`config.mk`:
```
export PLATFORM = sky130hd
export DESIGN_NAME = enter_byte_loader
export DESIGN_NICKNAME = d
export VERILOG_FILES = /design/src/rtl/enter_byte_loader.sv
export SDC_FILE = /design/constraint.sdc
export NUM_CORES = 1
export LEC_CHECK = 0
export BUFFER_PORTS_ARGS = -buffer_cell sky130_fd_sc_hd__buf_2
export CORE_AREA = 3 3 104 106
export CTS_CLUSTER_SIZE = 24
export DETAILED_ROUTE_END_ITERATION = 8
export DIE_AREA = 0 0 107 109
export PLACE_DENSITY = 0.65
export REMOVE_ABC_BUFFERS = 1
export SLEW_MARGIN = 5
export SYNTH_ARGS = -nofsm -noshare
export SYNTH_HDL_FRONTEND = slang
export SYNTH_SLANG_ARGS = --single-unit
```
`constraint.sdc`:
```
create_clock -name clk -period 2 [get_ports clk]
set_input_delay 0.2 -clock clk [delete_from_list [all_inputs] [get_ports clk]]
set_output_delay 0.2 -clock clk [all_outputs]
set_load 0.03 [all_outputs]
```
`src/rtl/enter_byte_loader.sv`:
```
// rtl/enter_byte_loader.sv - push-button conditioning and two-operand byte loader
//
// Synchronizes the active-low nenter button and the switch byte, optionally
// debounces the button, detects presses (falling edge of the filtered level)
// and packs eight accepted bytes into two 32-bit operands.
//
// Optional feature macro: ENTER_DEBOUNCE_EN
//   defined     - debounce counter filters the synchronized button level
//   not defined - filtered level is the synchronized level; DEBOUNCE_CYCLES ignored
//
// Ports:
//   clk          in   1  system clock
//   reset        in   1  synchronous active-high reset
//   nenter       in   1  raw push-button, active-low, asynchronous
//   inputdata    in   8  slide-switch byte, asynchronous
//   dataA        out 32  first operand, first accepted byte in [7:0]
//   dataB        out 32  second operand, fifth accepted byte in [7:0]
//   data_ready   out  1  high while both operands are complete
//   byte_idx     out  3  bytes accepted in the current load
//   enter_pulse  out  1  one-cycle strobe per accepted press
module enter_byte_loader #(
    parameter int DEBOUNCE_CYCLES = 16
) (
    input  logic        clk,
    input  logic        reset,
    input  logic        nenter,
    input  logic [7:0]  inputdata,
    output logic [31:0] dataA,
    output logic [31:0] dataB,
    output logic        data_ready,
    output logic [2:0]  byte_idx,
    output logic        enter_pulse
);

    localparam logic [1:0] LOAD_A = 2'd0;
    localparam logic [1:0] LOAD_B = 2'd1;
    localparam logic [1:0] READY  = 2'd2;

    if (DEBOUNCE_CYCLES < 2) begin : g_bad_debounce_cycles
        $error("enter_byte_loader: DEBOUNCE_CYCLES must be >= 2");
    end

    // ------------------------------------------------------------------
    // Input synchronizers. The button chain resets to 1 (released) so that
    // leaving reset never looks like a press.
    // ------------------------------------------------------------------
    logic       sync1_q;
    logic       sync2_q;
    logic [7:0] data_s1_q;
    logic [7:0] data_s2_q;

    always_ff @(posedge clk) begin
        if (reset) begin
            sync1_q   <= 1'b1;
            sync2_q   <= 1'b1;
            data_s1_q <= '0;
            data_s2_q <= '0;
        end else begin
            sync1_q   <= nenter;
            sync2_q   <= sync1_q;
            data_s1_q <= inputdata;
            data_s2_q <= data_s1_q;
        end
    end

    // ------------------------------------------------------------------
    // Filtered button level
    // ------------------------------------------------------------------
    logic filtered;

`ifdef ENTER_DEBOUNCE_EN
    localparam int CNT_W = (DEBOUNCE_CYCLES > 2) ? $clog2(DEBOUNCE_CYCLES) : 1;
    localparam logic [CNT_W-1:0] CNT_MAX = CNT_W'(DEBOUNCE_CYCLES - 1);

    logic [CNT_W-1:0] cnt_q;
    logic [CNT_W-1:0] cnt_d;
    logic             filtered_q;
    logic             filtered_d;

    // The level only flips after DEBOUNCE_CYCLES consecutive differing
    // samples; any agreeing sample restarts the count.
    always_comb begin
        cnt_d      = '0;
        filtered_d = filtered_q;
        if (sync2_q != filtered_q) begin
            if (cnt_q == CNT_MAX) begin
                filtered_d = sync2_q;
                cnt_d      = '0;
            end else begin
                cnt_d = cnt_q + 1'b1;
            end
        end
    end

    always_ff @(posedge clk) begin
        if (reset) begin
            cnt_q      <= '0;
            filtered_q <= 1'b1;
        end else begin
            cnt_q      <= cnt_d;
            filtered_q <= filtered_d;
        end
    end

    assign filtered = filtered_q;
`else
    assign filtered = sync2_q;
`endif

    // ------------------------------------------------------------------
    // Press detect: 1 -> 0 transition of the filtered level only, so a held
    // button gives one press and the release is ignored.
    // ------------------------------------------------------------------
    logic filtered_prev_q;
    logic press;

    always_ff @(posedge clk) begin
        if (reset) begin
            filtered_prev_q <= 1'b1;
        end else begin
            filtered_prev_q <= filtered;
        end
    end

    assign press = filtered_prev_q & ~filtered;

    // ------------------------------------------------------------------
    // Load FSM
    // ------------------------------------------------------------------
    logic [1:0]  state_q;
    logic [1:0]  state_d;
    logic [31:0] data_a_q;
    logic [31:0] data_a_d;
    logic [31:0] data_b_q;
    logic [31:0] data_b_d;
    logic [2:0]  idx_q;
    logic [2:0]  idx_d;
    logic        ready_q;
    logic        ready_d;
    logic        pulse_q;
    logic        pulse_d;

    always_comb begin
        state_d  = state_q;
        data_a_d = data_a_q;
        data_b_d = data_b_q;
        idx_d    = idx_q;
        ready_d  = ready_q;
        pulse_d  = 1'b0;

        if (press) begin
            pulse_d = 1'b1;
            case (state_q)
                LOAD_A: begin
                    // idx_q is 0..3 here, so its low bits select the lane
                    data_a_d[{idx_q[1:0], 3'b000} +: 8] = data_s2_q;
                    idx_d = idx_q + 3'd1;
                    if (idx_q == 3'd3) begin
                        state_d = LOAD_B;
                    end
                end
                LOAD_B: begin
                    // idx_q is 4..7 here; the low bits are idx_q - 4
                    data_b_d[{idx_q[1:0], 3'b000} +: 8] = data_s2_q;
                    if (idx_q == 3'd7) begin
                        state_d = READY;
                        idx_d   = 3'd0;
                        ready_d = 1'b1;
                    end else begin
                        idx_d = idx_q + 3'd1;
                    end
                end
                READY: begin
                    state_d = LOAD_A;
                    idx_d   = 3'd0;
                    ready_d = 1'b0;
                end
                default: begin
                    state_d = LOAD_A;
                    idx_d   = 3'd0;
                    ready_d = 1'b0;
                end
            endcase
        end
    end

    always_ff @(posedge clk) begin
        if (reset) begin
            state_q  <= LOAD_A;
            data_a_q <= '0;
            data_b_q <= '0;
            idx_q    <= '0;
            ready_q  <= 1'b0;
            pulse_q  <= 1'b0;
        end else begin
            state_q  <= state_d;
            data_a_q <= data_a_d;
            data_b_q <= data_b_d;
            idx_q    <= idx_d;
            ready_q  <= ready_d;
            pulse_q  <= pulse_d;
        end
    end

    assign dataA       = data_a_q;
    assign dataB       = data_b_q;
    assign data_ready  = ready_q;
    assign byte_idx    = idx_q;
    assign enter_pulse = pulse_q;

endmodule

```
==> qor.yml <==
gr-usage-met2: 0.2352
min_to: "sync1_q"
cts_tree: "yes"
cts_inserted_buffers: 9
drive_above_1_share: 0.2922
ff_latch_area_um2: 1802
setup_violations: 0
mappedNetlistArea_um2: 3435
worstSetupPathType: "flop to flop"
nNetsFinal: 435
post-cts-setup-buffers: 0
ioPinCount: 80
die_h_um: 109
setup.worst_path.start_class: "flop"
cts.repair.resized: 0
r2r-start: "byte_idx[0]"
fin_crit_sh: 0.8665
critPathSlowestCell: "or4b_1"
final_common_cell: "dfxtp_1"
clkTransAtPathRegs_ns: 0.09
first_pass_iters: 4
initial_utilization: 0.3482
outcome: "finished, final reports clean"
cp-end-kind: "flop"
num_vias: 2608
r2r_end: "dataA[9]"
clock_path_buffers: 2
final_cells: 554
worst_path_largest_cell_delay_ns: 0.52
min_path_type: "primary input to flop"
cts-root-buf: "clkbuf_8"
crit_arrival_ns: 2.01
placed_cells: 538
placement_rows: 36
synth_edf_count: 0
ir_drop_uv: 411.4
whs_ns: 0.02577
fmax_ghz: 0.5770
post_drt_wl_per_cell_um: 14.58
fp.dieW_um: 107
grt.overflow.total: 0
syn_to_final_growth_pct: 23.02
min_period_ns: 1.733
slew_headroom: 0.6669
syn_avg_cell_area_um2: 10.44
r2r_cells: 5
antenna_found_initial: 0
grtUsageMet1: 0.1849
path_delay_family: "simple AND/OR/NAND/NOR gates"
place_hpwl_um: 5910
n_antenna_cell: 0
fillers: 977
grt_max_degree: 38
hold_depth: 2
path_max_fanout: 8
gp_congestion: 0.8179
syn_inst: 329
grt_pass1_wl_um: 13080
port_buffers: 79
postCtsHoldBufs: 0
grt_use_met3: 0.04559
ant_nets: 0
core_um2: 9864
yosysWarnings: 0
multi_input_area_um2: 1510
worst_pin_slew_ns: 0.4996
powerDensity_nw_per_um2: 763.8
hold_viol_final: 0
crit_buf_inv: 1
p_leak_nw: 1.951
synth-seq-cells: 90
ys.flop_type: "dfxtp_1"
grt_pass1_vias: 2567
clock-sinks: 90
hold_start: "nenter"
grt_setup_unrepaired: "false"
reg2reg_slack_ns: 0.27
ys_types: 36
async_flop_share: 0
viasPerCell: 4.708
grt-busiest-layer: "met2"
layout_common_cells: "dfxtp_1 (90), buf_2 (79), nand2_1 (72)"
drc: 0
clock_latency_ns: 0.35
drv_slew: 0
cts_max_level: 3
required_ns: 2.28
routed_wl_um: 8078
first_iter_violations: 148
finalClockSkew_ns: 0.007054
path_cells: "inv_1 > ha_1 > nand2_1 > or4b_1 > mux2i_1"
maxCapViolCount: 0
ys_seq_area_frac: 0.5246
grt_usage: 0.1446
die-area_um2: 11660
[metal layers]
metal | wire length (um) | vias to the layer above
li1 | - | 1294
met5 | 0 | -
met1 | 3575 | 1218
met2 | 3814 | 82
met4 | 122 | 0
met3 | 566 | 14
[registers in the layout (all words and copies together), names as in the netlist]
name and flops:
byte_idx 3, dataA 32, dataB 32, data_ready 1
data_s1_q 8, data_s2_q 8, enter_pulse 1, filtered 1
filtered_prev_q 1, state_q 2, sync1_q 1
[cell usage after synthesis (2+ instances only)]
| cell | count | share of area |
|---|---|---|
| nor2b_1 | 25 | 0.046 |
| nor4b_2 | 2 | 0.0087 |
| nand2b_1 | 3 | 0.0055 |
| a32o_1 | 16 | 0.047 |
| buf_6 | 2 | 0.0066 |
| nand3_1 | 4 | 0.0058 |
| mux2i_1 | 48 | 0.14 |
| nand4_1 | 2 | 0.0036 |
| and3_1 | 3 | 0.0055 |
| clkbuf_1 | 7 | 0.0077 |
| nand3_2 | 3 | 0.0087 |
| or3_1 | 2 | 0.0036 |
| a21oi_1 | 4 | 0.0058 |
| ha_1 | 8 | 0.029 |
| nor2_1 | 4 | 0.0044 |
| buf_2 | 5 | 0.0073 |
| nand2_1 | 72 | 0.079 |
| and4bb_1 | 2 | 0.0073 |
| or2_2 | 3 | 0.0055 |
| dfxtp_1 | 90 | 0.52 |
| inv_1 | 7 | 0.0077 |
| buf_4 | 3 | 0.0066 |
[metrics by stage]
| stage | instance area (um2) | worst slack [ns] | utilization | TNS [ns] | total power [mW] |
|---|---|---|---|---|---|
| 3_3_place_gp | 4018 | 0.3909 | 0.4073 | 0 | 1.997 |
| 3_5_place_dp | 4018 | 0.3029 | 0.4073 | 0 | 2.001 |
| 2_1_floorplan | 3338 | -0.01118 | - | -0.1612 | 1.936 |
| 5_1_grt | 4225 | 0.1160 | 0.4283 | 0 | 3.362 |
| 4_1_cts | 4225 | 0.2658 | 0.4283 | 0 | 3.268 |
| 6_report | 4225 | 0.2670 | 0.4283 | 0 | 3.227 |
[worst max-delay path by stage]
stage | start | end | slack, ns | cells past startpoint
6_report | byte_idx[0] | dataA[9] | 0.27 | 5
2_1_floorplan | byte_idx[0] | dataB[0] | -0.01 | 5
3_3_place_gp | byte_idx[0] | dataB[0] | 0.39 | 5
5_1_grt | byte_idx[0] | dataA[9] | 0.12 | 5
4_1_cts | byte_idx[0] | dataA[9] | 0.27 | 5
3_5_place_dp | byte_idx[0] | dataA[9] | 0.30 | 5
[where the power goes]
part	leakage, nW	total (mW)	internal, mW	switching [mW]
Sequential	0.729	1.82	1.81	0.00765
Clock	0.103	1.27	0.601	0.668
Combinational	1.12	0.139	0.0519	0.0868
Total	1.95	3.23	2.46	0.763
[logic make-up after synthesis]
group | after synthesis | share of synthesized area
mux | 48 | 0.1399
simple gates | 134 | 0.2077
fa+ha+maj | 8 | 0.02915
buf+inv | 24 | 0.03570
compound gates | 25 | 0.06303
flops | 90 | 0.5246
[final cells by class]
class / instances / area share
Tap cell: 133 / 0.03938
Multi-Input combinational cell: 215 / 0.3574
Inverter: 7 / 0.006219
Sequential cell: 90 / 0.4264
Clock inverter: 7 / 0.01984
Timing Repair Buffer: 93 / 0.1214
Clock buffer: 9 / 0.02932
Power figures use the tool's default switching activity.
